## config.mk

```make
export PLATFORM = sky130hd
export DESIGN_NAME = at93c46d_sequencer
export DESIGN_NICKNAME = d
export VERILOG_FILES = /design/src/rtl/at93c46d_pkg.sv /design/src/rtl/at93c46d_wait_timer.sv /design/src/rtl/at93c46d_sequencer.sv
export SDC_FILE = /design/constraint.sdc
export NUM_CORES = 1
export LEC_CHECK = 0
export BUFFER_PORTS_ARGS = -buffer_cell sky130_fd_sc_hd__buf_2
export CORE_MARGIN = 5
export CORE_UTILIZATION = 60
export CTS_BUF_LIST = sky130_fd_sc_hd__clkbuf_16
export DETAILED_ROUTE_END_ITERATION = 8
export GPL_TIMING_DRIVEN = 1
export PLACE_DENSITY = 0.9
export SYNTH_ARGS = -nofsm -noshare
export SYNTH_HDL_FRONTEND = slang
export SYNTH_SLANG_ARGS = --single-unit
```

## constraint.sdc

```tcl
create_clock -name clk -period 7.8 [get_ports clk]
set_clock_uncertainty 0.1 [all_clocks]
set_input_delay 0 -clock clk [delete_from_list [all_inputs] [get_ports clk]]
set_output_delay 0 -clock clk [all_outputs]
set_load 0.1 [all_outputs]
```

## src/rtl/at93c46d_pkg.sv

```systemverilog
// ----------------------------------------------------------------------------
// at93c46d_pkg
//   Shared definitions for the AT93C46D command sequencer.
//   - Two-bit opcodes that the engine places in front of the 6-bit address.
//   - Fixed EWEN / EWDS command bytes. Both use opcode 2'b00 and are told
//     apart by the upper address bits.
//   - FSM state and command-step encodings.
//   - step_cmd(): builds the engine command byte for a given step.
// ----------------------------------------------------------------------------
package at93c46d_pkg;

    localparam logic [1:0] OP_READ      = 2'b10;
    localparam logic [1:0] OP_WRITE     = 2'b01;
    localparam logic [1:0] OP_ERASE     = 2'b11;
    localparam logic [1:0] OP_EWEN_EWDS = 2'b00;

    localparam logic [7:0] CMD_EWEN = {OP_EWEN_EWDS, 6'b110000};
    localparam logic [7:0] CMD_EWDS = {OP_EWEN_EWDS, 6'b000000};

    typedef enum logic [2:0] {
        ST_IDLE,
        ST_ISSUE,
        ST_WAIT_CS_HI,
        ST_WAIT_CS_LO,
        ST_TWR_WAIT,
        ST_RESP
    } state_t;

    // Position within a request's command list:
    //   READ        : MAIN
    //   WRITE/ERASE : EWEN, MAIN, (tWR), EWDS[, VERIFY]
    typedef enum logic [1:0] {
        STEP_EWEN,
        STEP_MAIN,
        STEP_EWDS,
        STEP_VERIFY
    } step_t;

    function automatic logic [7:0] step_cmd(input step_t step,
                                            input logic [1:0] op,
                                            input logic [5:0] addr);
        logic [7:0] cmd;
        case (step)
            STEP_EWEN:   cmd = CMD_EWEN;
            STEP_EWDS:   cmd = CMD_EWDS;
            STEP_VERIFY: cmd = {OP_READ, addr};
            default:     cmd = {op, addr};
        endcase
        return cmd;
    endfunction

endpackage

```

## src/rtl/at93c46d_wait_timer.sv

```systemverilog
// ----------------------------------------------------------------------------
// at93c46d_wait_timer
//   Saturating up-counter. The sequencer shares one instance for the
//   chip-select timeouts and for the tWR hold-off.
// Ports
//   clk    in   system clock
//   rst    in   synchronous reset, active high (clears the count)
//   load   in   clear the count to zero (restarts a measurement)
//   en     in   count this cycle
//   limit  in   CNT_W  terminal value; the count never goes past it
//   done   out  count has reached limit
// ----------------------------------------------------------------------------
module at93c46d_wait_timer #(
    parameter int CNT_W = 18
) (
    input  logic             clk,
    input  logic             rst,
    input  logic             load,
    input  logic             en,
    input  logic [CNT_W-1:0] limit,
    output logic             done
);

    logic [CNT_W-1:0] count;

    always_ff @(posedge clk) begin
        if (rst || load) begin
            count <= '0;
        end else if (en && (count < limit)) begin
            count <= count + 1'b1;
        end
    end

    assign done = (count >= limit);

endmodule

```

## src/rtl/at93c46d_sequencer.sv

```systemverilog
// ----------------------------------------------------------------------------
// at93c46d_sequencer
//   Command sequencer between the host register bank and the AT93C46D serial
//   engine. It takes one READ / WRITE / ERASE request at a time. WRITE and
//   ERASE are wrapped in EWEN ... EWDS, and the self-timed program cycle (tWR)
//   is waited out before EWDS. Each request ends with a one-cycle response.
//
// Configuration
//   AT93C46D_WRITE_VERIFY_EN : when defined, a successful WRITE/ERASE is
//     followed by a read-back of the same address. rsp_rdata returns the
//     word read back. rsp_err is set if that word differs from the written
//     data, or from 16'hFFFF for ERASE.
//
// Ports
//   clk           in   system clock
//   rst           in   synchronous reset, active high
//   req_valid     in   host request valid
//   req_ready     out  idle and engine not busy
//   req_op        in   2  2'b10 READ, 2'b01 WRITE, 2'b11 ERASE, 2'b00 reserved
//   req_addr      in   6  word address
//   req_wdata     in   16 write data
//   rsp_valid     out  one-cycle completion pulse
//   rsp_rdata     out  16 read data (held until the next response)
//   rsp_err       out  timeout / reserved op / verify mismatch (held)
//   spi_start     out  engine start pulse (one cycle per command)
//   spi_cmd       out  8  {opcode, addr} to engine
//   spi_data_in   out  16 write data to engine
//   spi_cs        in   engine busy
//   spi_data_out  in   16 engine read data, valid once spi_cs falls
// ----------------------------------------------------------------------------
module at93c46d_sequencer
    import at93c46d_pkg::*;
#(
    parameter int TWR_CYCLES   = 200000,
    parameter int CS_TIMEOUT   = 1024,
    parameter int XFER_TIMEOUT = 16384
) (
    input  logic        clk,
    input  logic        rst,
    input  logic        req_valid,
    output logic        req_ready,
    input  logic [1:0]  req_op,
    input  logic [5:0]  req_addr,
    input  logic [15:0] req_wdata,
    output logic        rsp_valid,
    output logic [15:0] rsp_rdata,
    output logic        rsp_err,
    output logic        spi_start,
    output logic [7:0]  spi_cmd,
    output logic [15:0] spi_data_in,
    input  logic        spi_cs,
    input  logic [15:0] spi_data_out
);

    localparam int CNT_MAX =
        (TWR_CYCLES > XFER_TIMEOUT)
            ? ((TWR_CYCLES > CS_TIMEOUT) ? TWR_CYCLES : CS_TIMEOUT)
            : ((XFER_TIMEOUT > CS_TIMEOUT) ? XFER_TIMEOUT : CS_TIMEOUT);
    localparam int CNT_W = $clog2(CNT_MAX + 1);

    state_t      state_q, state_d;
    step_t       step_q, step_d;
    logic        err_q, err_d;
    logic [15:0] rdata_q, rdata_d;
    logic        ewen_q, ewen_d;
    logic        ready_en;
    logic        accept;

    logic [1:0]  op_q;
    logic [5:0]  addr_q;
    logic [15:0] wdata_q;
    logic [1:0]  op_sel;
    logic [5:0]  addr_sel;
    logic [15:0] wdata_sel;

    logic             tmr_load;
    logic             tmr_en;
    logic [CNT_W-1:0] tmr_limit;
    logic             tmr_done;

`ifdef AT93C46D_WRITE_VERIFY_EN
    logic [15:0] verify_word;
    assign verify_word = (op_q == OP_ERASE) ? 16'hFFFF : wdata_q;
`endif

    // ready_en is low during reset and for the first cycle after it.
    // req_ready therefore reads 0 in reset even though the FSM is already IDLE.
    assign req_ready = ready_en && (state_q == ST_IDLE) && !spi_cs;
    assign rsp_valid = (state_q == ST_RESP);
    assign spi_start = (state_q == ST_ISSUE);

    // The command that is issued in the accept cycle must use the live
    // request fields. Those fields are latched into op_q etc. in the same cycle.
    assign op_sel    = accept ? req_op    : op_q;
    assign addr_sel  = accept ? req_addr  : addr_q;
    assign wdata_sel = accept ? req_wdata : wdata_q;

    // Restart the timer on every state change, so each wait state measures
    // its own dwell time from zero.
    assign tmr_load = (state_d != state_q);
    assign tmr_en   = (state_q == ST_WAIT_CS_HI) || (state_q == ST_WAIT_CS_LO) ||
                      (state_q == ST_TWR_WAIT);

    always_comb begin
        tmr_limit = CNT_W'(CS_TIMEOUT);
        case (state_q)
            ST_WAIT_CS_LO: tmr_limit = CNT_W'(XFER_TIMEOUT);
            // done is asserted in the last of exactly TWR_CYCLES cycles.
            ST_TWR_WAIT:   tmr_limit = CNT_W'(TWR_CYCLES - 1);
            default:       tmr_limit = CNT_W'(CS_TIMEOUT);
        endcase
    end

    at93c46d_wait_timer #(
        .CNT_W (CNT_W)
    ) u_timer (
        .clk   (clk),
        .rst   (rst),
        .load  (tmr_load),
        .en    (tmr_en),
        .limit (tmr_limit),
        .done  (tmr_done)
    );

    always_comb begin
        state_d = state_q;
        step_d  = step_q;
        err_d   = err_q;
        rdata_d = rdata_q;
        ewen_d  = ewen_q;
        accept  = 1'b0;
        case (state_q)
            ST_IDLE: begin
                if (req_valid && req_ready) begin
                    accept  = 1'b1;
                    err_d   = 1'b0;
                    rdata_d = 16'h0000;
                    ewen_d  = 1'b0;
                    if (req_op == OP_EWEN_EWDS) begin
                        err_d   = 1'b1;
                        state_d = ST_RESP;
                    end else if (req_op == OP_READ) begin
                        step_d  = STEP_MAIN;
                        state_d = ST_ISSUE;
                    end else begin
                        step_d  = STEP_EWEN;
                        state_d = ST_ISSUE;
                    end
                end
            end
            ST_ISSUE: state_d = ST_WAIT_CS_HI;
            ST_WAIT_CS_HI, ST_WAIT_CS_LO: begin
                if ((state_q == ST_WAIT_CS_HI) && spi_cs) begin
                    state_d = ST_WAIT_CS_LO;
                end else if ((state_q == ST_WAIT_CS_LO) && !spi_cs) begin
                    case (step_q)
                        STEP_EWEN: begin
                            ewen_d  = 1'b1;
                            step_d  = STEP_MAIN;
                            state_d = ST_ISSUE;
                        end
                        STEP_MAIN: begin
                            if (op_q == OP_READ) begin
                                rdata_d = spi_data_out;
                                state_d = ST_RESP;
                            end else begin
                                state_d = ST_TWR_WAIT;
                            end
                        end
                        STEP_EWDS: begin
`ifdef AT93C46D_WRITE_VERIFY_EN
                            if (!err_q) begin
                                step_d  = STEP_VERIFY;
                                state_d = ST_ISSUE;
                            end else begin
                                state_d = ST_RESP;
                            end
`else
                            state_d = ST_RESP;
`endif
                        end
                        default: begin
`ifdef AT93C46D_WRITE_VERIFY_EN
                            rdata_d = spi_data_out;
                            if (spi_data_out != verify_word) begin
                                err_d = 1'b1;
                            end
`endif
                            state_d = ST_RESP;
                        end
                    endcase
                end else if (tmr_done) begin
                    // Abort. If EWEN already went through and the failing
                    // command was the program/erase itself, still try to
                    // write-protect the device with EWDS.
                    err_d = 1'b1;
                    if (ewen_q && (step_q == STEP_MAIN)) begin
                        step_d  = STEP_EWDS;
                        state_d = ST_ISSUE;
                    end else begin
                        state_d = ST_RESP;
                    end
                end
            end
            ST_TWR_WAIT: begin
                if (tmr_done) begin
                    step_d  = STEP_EWDS;
                    state_d = ST_ISSUE;
                end
            end
            ST_RESP: state_d = ST_IDLE;
            default: state_d = ST_IDLE;
        endcase
    end

    always_ff @(posedge clk) begin
        if (rst) begin
            state_q     <= ST_IDLE;
            step_q      <= STEP_EWEN;
            err_q       <= 1'b0;
            rdata_q     <= 16'h0000;
            ewen_q      <= 1'b0;
            ready_en    <= 1'b0;
            spi_cmd     <= 8'h00;
            spi_data_in <= 16'h0000;
            rsp_rdata   <= 16'h0000;
            rsp_err     <= 1'b0;
        end else begin
            state_q  <= state_d;
            step_q   <= step_d;
            err_q    <= err_d;
            rdata_q  <= rdata_d;
            ewen_q   <= ewen_d;
            ready_en <= 1'b1;
            // The command and data are loaded as ISSUE is entered. They stay
            // unchanged until the next ISSUE, which covers the whole transfer.
            if ((state_d == ST_ISSUE) && (state_q != ST_ISSUE)) begin
                spi_cmd     <= step_cmd(step_d, op_sel, addr_sel);
                spi_data_in <= ((step_d == STEP_MAIN) && (op_sel == OP_WRITE))
                               ? wdata_sel : 16'h0000;
            end
            if (state_d == ST_RESP) begin
                rsp_rdata <= rdata_d;
                rsp_err   <= err_d;
            end
        end
    end

    always_ff @(posedge clk) begin
        if (accept) begin
            op_q    <= req_op;
            addr_q  <= req_addr;
            wdata_q <= req_wdata;
        end
    end

endmodule
```

==> results of run 1 <==
-- final cells by class --
type                    count  share of cell area, %
clock inverters             7                  0.883
well taps                 105                   2.16
flip-flops and latches    107                   35.1
repair buffers            128                   13.8
inverters                  10                  0.616
clock buffers               9                   3.69
multi-input cells         397                   43.7
-- routing by layer --
metal / vias to the layer above / part of all wire [%] / track usage, %
li1: 2091 / - / -
met1: 2087 / 39 / 29.5
met2: 197 / 51 / 44.2
met3: 55 / 6.4 / 6.20
met4: 0 / 3.7 / 13.9
met5: - / 0 / 0
-- worst min-delay path: cells and delay by family --
family	cells	cell delay, ns
AO/OA/AOI/OAI	2	0.26
buffers and inverters	1	0.15
-- metrics by stage --
stage               setup WS (ns)  util, %
floorplan                    4.42        -
global placement             3.97     66.4
detailed placement           3.87     66.4
CTS                          3.84     74.6
global route                 3.64     74.6
finish                       3.77     74.6
-- what timing repair did --
| action | in CTS | in global routing |
|---|---|---|
| setup endpoints to repair | 0 | 0 |
| hold buffers | 39 | 0 |
| endpoints found under the hold margin | 60 | 0 |
-- synthesized netlist by cell type (all sizes together) (2+ instances only) --
| master | n | area, um2 |
|---|---|---|
| a211o | 2 | 17.5 |
| a211oi | 3 | 35.0 |
| a21oi | 11 | 58.8 |
| a22oi | 16 | 120 |
| a31oi | 3 | 18.8 |
| and2 | 8 | 50.1 |
| and3 | 5 | 31.3 |
| and4 | 2 | 17.5 |
| and4b | 2 | 20.0 |
| buf | 14 | 115 |
| clkbuf | 13 | 48.8 |
| dfxtp | 107 | 2140 |
| ha | 13 | 163 |
| inv | 9 | 33.8 |
| mux2 | 17 | 229 |
| mux2i | 25 | 250 |
| nand2 | 112 | 428 |
| nand2b | 6 | 37.5 |
| nand3 | 7 | 35.0 |
| nand4 | 4 | 25.0 |
| nand4b | 16 | 140 |
| nor2 | 57 | 297 |
| nor2b | 23 | 144 |
| nor3 | 9 | 45.0 |
| nor4 | 4 | 40.0 |
| o211a | 2 | 27.5 |
| o211ai | 5 | 37.5 |
| o21a | 3 | 22.5 |
| o21ai | 8 | 55.1 |
| o31a | 2 | 17.5 |
| o31ai | 3 | 36.3 |
| or3 | 2 | 12.5 |
| xnor2 | 15 | 131 |
-- cell families after synthesis --
| group | Yosys count |
|---|---|
| and+or+nand+nor | 261 |
| DFF | 107 |
| AOI/OAI and AO/OA | 65 |
| muxes | 42 |
| buffers and inverters | 37 |
| xor gates and xnor gates | 16 |
| adders and majority gates | 13 |
-- registers in the layout, indices dropped and copies added, names as in the netlist, 3 cells and up --
| name | cells |
|---|---|
| u_timer.count | 18 |
| rdata_q | 16 |
| rsp_rdata | 16 |
| spi_data_in | 16 |
| wdata_q | 16 |
| spi_cmd | 8 |
| addr_q | 6 |
| state_q | 3 |
-- worst paths after layout --
kind                                       startpoint                      end  slack, ns
worst max-delay path            state_q[2]$_SDFF_PP0_  spi_cmd[7]$_SDFFE_PP0P_       3.77
worst min-delay path                           spi_cs    state_q[1]$_SDFF_PP0_       0.03
worst max register to register  state_q[2]$_SDFF_PP0_  spi_cmd[7]$_SDFFE_PP0P_       3.77
worst min register to register      addr_q[1]$_DFF_P_        addr_q[1]$_DFF_P_       0.35
-- power groups by stage --
stage	Sequential, mW	Clock [mW]	Combinational [mW]
final	0.590	0.427	0.159
after global placement	0.601	0	0.131
after global routing	0.594	0.457	0.171
after floorplan	0.609	0	0.100
after detailed placement	0.602	0	0.137
after CTS	0.590	0.430	0.153
==> summary.txt, run 1 <==
Run status
  – Outcome: completed

Setup path
  – Buf/Inv on CP: 0
  – Slowest stage delay, CP: 0.81 ns
  – Stages on worst setup path: 9
  – R2R cell count: 9
  – Critical path cell sequence: or3b_2 -> ha_1 -> a2111o_1 -> a21oi_2 -> o211a_4 -> a31oi_1 -> o32a_1 -> o21ai_4 -> mux2i_1
  – Crit path kind: reg2reg
  – Req. time, crit path: 7.96 ns
  – CP Launch Type: flip-flop
  – Kind of cell adding the most delay to the critical path: compound AO/OA/AOI/OAI gates
  – Crit Path Max Fanout: 24
  – Worst Setup End Kind: flip-flop
  – Critical Path AT: 4.19 ns
  – Max stage delay cell, worst path: o21ai_4

Die
  – Row cnt: 33
  – IO Count: 88
  – Die H: 101 um
  – Initial Util: 61.3%
  – Die width: 101 um
  – Die area: 10300 um2
  – Core area: 8180 um2

Global route
  – First-pass GRT wire length: 21400 um
  – Global route overflow: 0
  – GRT Resource Usage Total: 25.8%
  – Largest net degree at the start of global routing: 43
  – Vias in the first global route: 4535
  – Initial antenna violation count: 0

Logic synthesis
  – Post-synthesis sequential area ratio: 42.8%
  – Synth Area in Simple Gates: 27.3%
  – Multiplexer area fraction after synthesis: 9.57%
  – Post-Synth Adder-Cell Area: 3.25%
  – Largest family of logic cells by synthesized area: simple AND/OR/NAND/NOR gates
  – Ys Warns: 0
  – FFs w/ async S/R, synth: 0%
  – Number of synthesized flops with an enable pin: 0
  – Post-synthesis net count: 598
  – Synth cell types: 60
  – Syn_area_per_cell: 9.26 um2
  – Top_reg_cell synth: dfxtp_1
  – Post-Synthesis Cells: 541
  – Post-synthesis xor/xnor area fraction: 2.80%
  – Register bit count reported by yosys: 107
  – Cell area after synthesis: 5010 um2
  – Fraction of the mapped netlist area in compound gates: 10.3%

Layout
  – Fillers: 521
  – Final #Nets: 710
  – Register area: 2140 um2
  – Leading cell type in the layout, fill and taps excluded: nand2_1
  – Area of the multi-input gates: 2670 um2
  – Layout cells sized above 1: 21.6%
  – N_diodes: 0
  – Cell area after layout: 6100 um2
  – Area Overhead vs Synth: 21.7%
  – Most frequent cells in the layout: nand2_1, dfxtp_1, buf_2
  – Post-route insts no fill: 763

Timing
  – Worst-Margin Slew: 1.13 ns
  – Max-slew violation count: 0
  – Setup TNS: 0 ns
  – Period Utilization, post-route: 51.6%
  – Max_slew headroom: 24.2%
  – Final setup vio count: 0
  – Fin. Hold Viols: 0
  – Tmin final: 4.03 ns
  – F_max: 0.248 GHz
  – RSZ-0062 raised after global routing: false
  – Worst hold slack: 0.0348 ns

Clocking
  – Clock Tree Buf Depth: 2
  – CTS Buf Count: 9
  – Htree depth: 3
  – Post-CTS sizing: 0
  – Setup bufs post-CTS: 0
  – Root Buffer Master: clkbuf_16
  – CTS tree: done
  – Skew-Pair Late Insertion Delay: 0.34 ns
  – Clk slew on worst S/H paths: 0.07 ns
  – Clock Sinks: 107

Run
  – Max Cap Viol: 0

Power
  – Internal Power: 856 uW
  – Leak pwr: 2.66 nW
  – Comb pwr share: 13.5%
  – Clock Power Share: 36.3%
  – Tot Pwr: 1.18 mW
  – VDD IR-drop max: 0.137 mV
  – Switching Share: 27.3%
  – Sequential Power Share: 50.2%
  – Switching Power: 321 uW
  – Power density cells: 193 nW/um2

Placed design
  – Dpl cells: 708
  – GPL Wtd Cong: 0.920
  – Port Buffers: 87
  – DP Wirelength: 8000 um
  – Placed inst area: 5430 um2

Min path
  – Worst hold path stage count: 3
  – Hold Crit Class: in2reg

Detailed routing
  – Via count: 4430
  – Iter 0 DRT Violations: 345
  – Vias/cell: 5.81
  – Pre-antenna DRT Iters: 5
  – DRC: 0
  – Final ANT Viol Nets: 0
  – Drt total wl: 13000 um
  – DR WL/cell: 17.1 um
Note: power is estimated with default switching activity, not from simulation.
==> run 2: changes to the inputs <==
CORE_UTILIZATION = 56   (was 60)
PLACE_DENSITY = 0.85   (was 0.9)
clock period = 3.93 ns   (was 7.8 ns; I/O delays follow)
==> summary.txt, run 2 (synthesized netlist as in run 1, its figures left out) <==
Run status
  – Outcome: completed

Die
  – Core area: 8720 um2
  – IO Count: 88
  – Die width: 105 um
  – Die H: 105 um
  – Die area: 10900 um2
  – Initial Util: 57.4%
  – Row cnt: 34

Power
  – Leak pwr: 2.72 nW
  – VDD IR-drop max: 0.296 mV
  – Power density cells: 389 nW/um2
  – Tot Pwr: 2.42 mW

Timing
  – Setup TNS: 0 ns
  – Period Utilization, post-route: 94.3%
  – Final setup vio count: 0
  – Max_slew headroom: 47.1%
  – Fin. Hold Viols: 0
  – Max-slew violation count: 0
  – F_max: 0.270 GHz
  – Tmin final: 3.71 ns
  – Worst-Margin Slew: 0.788 ns
  – RSZ-0062 raised after global routing: false

Placed design
  – GPL Wtd Cong: 0.920
  – Port Buffers: 87
  – DP Wirelength: 7940 um

Detailed routing
  – DR WL/cell: 16.4 um
  – DRC: 0
  – Drt total wl: 12700 um
  – Pre-antenna DRT Iters: 5
  – Iter 0 DRT Violations: 230
  – Via count: 4404
  – Vias/cell: 5.68
  – Final ANT Viol Nets: 0

Setup path
  – Kind of cell adding the most delay to the critical path: simple AND/OR/NAND/NOR gates
  – Slowest stage delay, CP: 0.63 ns
  – Max stage delay cell, worst path: or3b_2
  – Req. time, crit path: 4.07 ns
  – Critical path cell sequence: or3b_2 -> ha_1 -> and4b_1 -> nor4b_2 -> o21ai_2 -> and2_1 -> o31a_1 -> nor2_4 -> buf_12 -> mux2_2
  – Critical Path AT: 3.84 ns
  – CP Launch Type: flip-flop
  – Worst Setup End Kind: flip-flop
  – Buf/Inv on CP: 1
  – Crit Path Max Fanout: 17
  – Crit path kind: reg2reg

Global route
  – Global route overflow: 0
  – GRT Resource Usage Total: 23.6%
  – Met3 Track Usage GR: 6.35%
  – Largest net degree at the start of global routing: 43
  – M1 GR Usage: 26.3%
  – Most Used Layer, Global Route: met2
  – Initial antenna violation count: 0
  – GRT met2 Usage: 42.7%
  – First-pass GRT wire length: 21900 um
  – Vias in the first global route: 4769

Layout
  – Max FFs per register: 18
  – Area Overhead vs Synth: 24.3%
  – Leading cell type in the layout, fill and taps excluded: nand2_1
  – Layout cells sized above 1: 23.1%
  – Final #Nets: 720
  – Most frequent cells in the layout: nand2_1, dfxtp_1, buf_2
  – Post-layout util: 71.4%
  – N_diodes: 0
  – Top reg by flops: u_timer.count

Clocking
  – Clock Tree Buf Depth: 2
  – Skew-Pair Late Insertion Delay: 0.35 ns
  – Setup bufs post-CTS: 0
  – Post-CTS sizing: 0
  – Clk slew on worst S/H paths: 0.08 ns
  – Root Buffer Master: clkbuf_16
  – Clock Sinks: 107
  – Htree depth: 3
  – CTS Buf Count: 9
  – Hold_buf cts: 39
  – CTS tree: done

Run
  – Max Cap Viol: 0

Min path
  – Hold Crit Class: in2reg
run 2: cell types whose count changed in the layout (fill, tap and decap cells not counted):
| cell | before | now |
|---|---|---|
| inv_12 | 0 | 1 |
| inv_1 | 10 | 9 |
| inv_8 | 1 | 2 |
| clkinv_1 | 2 | 1 |
| clkinv_8 | 0 | 1 |
| clkinvlp_4 | 0 | 1 |
| buf_4 | 2 | 10 |
| clkinv_4 | 4 | 2 |
| buf_12 | 0 | 2 |
run 2: path summary, 6_finish.rpt:
path | startpoint | cells past startpoint | slack, ns | to
max | state_q[2]$_SDFF_PP0_ | 10 | 0.22 | rsp_rdata[2]$_SDFFE_PP0N_
min | spi_cs | 3 | 0.05 | state_q[1]$_SDFF_PP0_
min reg2reg | wdata_q[3]$_DFF_P_ | 2 | 0.35 | wdata_q[3]$_DFF_P_
max reg2reg | state_q[2]$_SDFF_PP0_ | 10 | 0.22 | rsp_rdata[2]$_SDFFE_PP0N_
run 2: routing by layer:
| metal | share of wire (%) | up-vias |
|---|---|---|
| met5 | 0 | - |
| met4 | 2.5 | 0 |
| met3 | 5.5 | 39 |
| met2 | 52 | 160 |
| met1 | 40 | 2093 |
| li1 | - | 2112 |
run 2: through the flow:
stage | hold slack, ns | setup WS, ns | instances | area, um2
detailed placement | 0.111 | 0.326 | 721 | 5530
global route | 0.0617 | 0.0250 | 776 | 6230
finish | 0.0458 | 0.222 | 776 | 6230
CTS | 0.0351 | 0.246 | 776 | 6230
global placement | 0.112 | 0.440 | 721 | 5530
floorplan | 0.0187 | 0.546 | 541 | 5010
run 2: layout make-up:
| type | count | area [um2] |
|---|---|---|
| timing repair buffer | 138 | 941 |
| inverter | 10 | 37.5 |
| fill | 602 | 2490 |
| multi-input combinational | 397 | 2670 |
| sequential | 107 | 2140 |
| clock buffer | 9 | 225 |
| clock inverter | 7 | 80.1 |
| tap | 108 | 135 |
run 2: power by group:
group | internal [mW] | total [mW] | switching, mW | leakage [nW]
combinational | 0.126 | 0.325 | 0.199 | 1.71
sequential | 1.15 | 1.17 | 0.0239 | 0.871
clock | 0.456 | 0.923 | 0.467 | 0.146
total | 1.73 | 2.42 | 0.690 | 2.72
run 2: tightest hold or removal path, delay by kind of cell:
family	cells	cell delay [ns]
buffers and inverters	1	0.16
AO/OA/AOI/OAI	2	0.28
==> run 3: changes to the inputs <==
CELL_PAD_IN_SITES_DETAIL_PLACEMENT = 0   (was unset)
CELL_PAD_IN_SITES_GLOBAL_PLACEMENT = 1   (was unset)
CORE_UTILIZATION = 42   (was 56)
SYNTH_HIERARCHICAL = 1   (was unset)
==> summary.txt, run 3 <==
Run status
  – Outcome: completed

Run
  – Max Cap Viol: 0

Detailed routing
  – Vias/cell: 5.52
  – Iter 0 DRT Violations: 346
  – DR WL/cell: 15.4 um
  – Final ANT Viol Nets: 0
  – Via count: 4633
  – Drt total wl: 12900 um
  – Pre-antenna DRT Iters: 5
  – DRC: 0

Timing
  – Max_slew headroom: 54.7%
  – Period Utilization, post-route: 93.2%
  – Tmin final: 3.66 ns
  – Worst-Margin Slew: 0.673 ns
  – Final setup vio count: 0
  – Max-slew violation count: 0
  – Setup WS post-layout: 0.268 ns
  – Fin. Hold Viols: 0
  – Setup TNS: 0 ns
  – F_max: 0.273 GHz

Layout
  – Top reg by flops: u_timer/count
  – Area Overhead vs Synth: 27.7%
  – Post-layout util: 54.7%
  – Post-route insts no fill: 839
  – Cell area after layout: 6250 um2
  – N_diodes: 0
  – Layout cells sized above 1: 22.0%
  – Max FFs per register: 18
  – Final #Nets: 754
  – Most frequent cells in the layout: dfxtp_1, nand2_1, buf_2
  – Leading cell type in the layout, fill and taps excluded: dfxtp_1

Global route
  – First-pass GRT wire length: 21300 um
  – Largest net degree at the start of global routing: 49
  – GRT Resource Usage Total: 18.2%
  – Vias in the first global route: 4589
  – Initial antenna violation count: 0
  – Global route overflow: 0

Power
  – Internal Power: 1.71 mW
  – Power density cells: 379 nW/um2
  – VDD IR-drop max: 0.333 mV
  – Sequential Power Share: 49.0%
  – Switching Share: 27.9%
  – Leak pwr: 2.67 nW
  – Switching Power: 661 uW
  – Clock Power Share: 38.9%
  – Comb pwr share: 12.1%

Setup path
  – Reg-to-reg endpoint: u_timer/count[10]$_SDFFE_PP0P_
  – Buf/Inv on CP: 4
  – Worst R2R Start: state_q[1]$_SDFF_PP0_
  – Critical path cell sequence: nor2_2 -> and2_4 -> inv_1 -> ha_1 -> nand4_1 -> a21oi_1 -> o41ai_2 -> nand3_2 -> inv_1 -> o21ai_0 -> a211o_1 -> buf_4 -> o21ai_0 -> a2bb2oi_1 -> or2_2 -> buf_4 -> a21oi_1
  – R2r setup slk: 0.27 ns
  – Max stage delay cell, worst path: o41ai_2
  – Slowest stage delay, CP: 0.38 ns
  – R2R cell count: 17
  – Worst Setup End Kind: flip-flop
  – Crit path kind: reg2reg
  – Req. time, crit path: 4.11 ns
  – Crit Path Max Fanout: 16
  – Critical Path AT: 3.84 ns
  – CP Launch Type: flip-flop
  – Kind of cell adding the most delay to the critical path: compound AO/OA/AOI/OAI gates

Logic synthesis
  – Post-synthesis xor/xnor area fraction: 1.07%
  – Fraction of the mapped netlist area in compound gates: 20.9%
  – Number of synthesized flops with an enable pin: 0
  – Post-synth top area share: 43.8%
  – Top_reg_cell synth: dfxtp_1
  – Post-Synthesis Cells: 566
  – Largest area contributor in the netlist: dfxtp_1
  – Top post-synthesis cells by count: dfxtp_1, nand2_1, a21oi_1
  – Count leader, synth: dfxtp_1
  – Multiplexer area fraction after synthesis: 0.844%
  – Largest family of logic cells by synthesized area: simple AND/OR/NAND/NOR gates
  – Synth cell types: 63
  – Ys Warns: 6
  – Post-Synth Adder-Cell Area: 4.86%
  – Cell area after synthesis: 4890 um2
  – FFs w/ async S/R, synth: 0%
  – Syn_area_per_cell: 8.65 um2
  – Register bit count reported by yosys: 107
  – Synth Area in Simple Gates: 22.8%
  – Synth top area cells: dfxtp_1, nand2_1, a21oi_1
  – Post-synthesis sequential area ratio: 43.8%

Clocking
  – CTS Buf Count: 9
  – Clock Tree Buf Depth: 2
  – Htree depth: 3
  – Skew-Pair Late Insertion Delay: 0.35 ns
  – CTS tree: done
  – Clk slew on worst S/H paths: 0.07 ns
  – Root Buffer Master: clkbuf_16
  – Clock Sinks: 107

Die
  – Die H: 118 um
  – Row cnt: 39
  – Core area: 11400 um2
  – Die area: 13900 um2
  – IO Count: 88
  – Die width: 118 um
  – Initial Util: 42.9%

Placed design
  – Dpl cells: 782
  – Setup WS pre-CTS: -0.0296 ns
  – Port Buffers: 87
  – GPL Wtd Cong: 0.891
  – Placed inst area: 5490 um2
  – DP Wirelength: 8790 um

Min path
  – Worst Min Path Start: req_valid
  – Worst hold path stage count: 5
  – Hold Crit Class: in2reg
  – Hold Path Sink: err_q$_SDFF_PP0_
run 3: layout make-up:
cell class	instances	area, um2
repair buffers	143	968
flip-flops and latches	107	2140
clock inverters	7	87.6
multi-input cells	400	2540
clock buffers	9	225
well taps	143	179
inverters	30	113
fillers	1071	5170
run 3: cells by family (layout without fill, tap and decap cells):
| family | count (synthesis) | after routing |
|---|---|---|
| AOI/OAI and AO/OA | 144 | 144 |
| xor gates and xnor gates | 6 | 6 |
| adders and majority gates | 19 | 19 |
| buffers and inverters | 64 | 189 |
| DFF | 107 | 107 |
| muxes | 4 | 4 |
| other | 1 | 6 |
| and+or+nand+nor | 221 | 221 |
run 3: power groups by stage:
stage          sequential, mW  combinational (mW)  clock, mW
4_1_cts                  1.16               0.286      0.951
6_report                 1.16               0.288      0.922
2_1_floorplan            1.20               0.157          0
5_1_grt                  1.17               0.317      0.992
3_5_place_dp             1.19               0.252          0
3_3_place_gp             1.18               0.243          0
run 3: metrics by stage:
step,hold WS [ns],power [mW]
floorplan,0.0108,1.36
global placement,0.102,1.43
detailed placement,0.113,1.44
CTS,0.0675,2.40
global route,0.106,2.48
finish,0.0858,2.37
run 3: repair_timing:
action,in CTS,in global routing
endpoints found under the setup margin,20,56
buffers inserted,0,1
resized for setup,2,6
hold endpoints to repair,62,0
hold buffers,40,0
pin swaps,0,2
run 3: worst max-delay path by stage:
stage | startpoint | end | slack (ns) | cells after the start
3_5_place_dp | state_q[1]$_SDFF_PP0_ | spi_cmd[0]$_SDFFE_PP0P_ | -0.03 | 14
4_1_cts | state_q[1]$_SDFF_PP0_ | spi_cmd[0]$_SDFFE_PP0P_ | 0.08 | 14
2_1_floorplan | state_q[2]$_SDFF_PP0_ | u_timer/count[10]$_SDFFE_PP0P_ | 0.05 | 18
5_1_grt | state_q[0]$_SDFF_PP0_ | spi_cmd[0]$_SDFFE_PP0P_ | -0.009 | 15
3_3_place_gp | state_q[0]$_SDFF_PP0_ | spi_cmd[3]$_SDFFE_PP0P_ | 0.10 | 14
6_report | state_q[1]$_SDFF_PP0_ | u_timer/count[10]$_SDFFE_PP0P_ | 0.27 | 17
run 3: layer usage:
layer  share of wire (%)  vias up  wire length, um  track usage, %
met3                 4.7       19              607            4.47
met1                  43     2219             5520            21.2
met4                 1.8        0              232            6.45
met5                   0        -                0               0
li1                    -     2283                -               -
met2                  51      112             6530            32.2
run 3: worst register-to-register path, stage by stage, from the launching register on:
cell       delay, ns
dfxtp_1         0.34
nor2_2          0.15
and2_4          0.23
inv_1           0.06
ha_1            0.34
nand4_1         0.13
a21oi_1         0.10
o41ai_2         0.38
nand3_2         0.19
inv_1           0.12
o21ai_0         0.10
a211o_1         0.35
buf_4           0.17
o21ai_0         0.07
a2bb2oi_1       0.10
or2_2           0.32
buf_4           0.20
a21oi_1         0.14
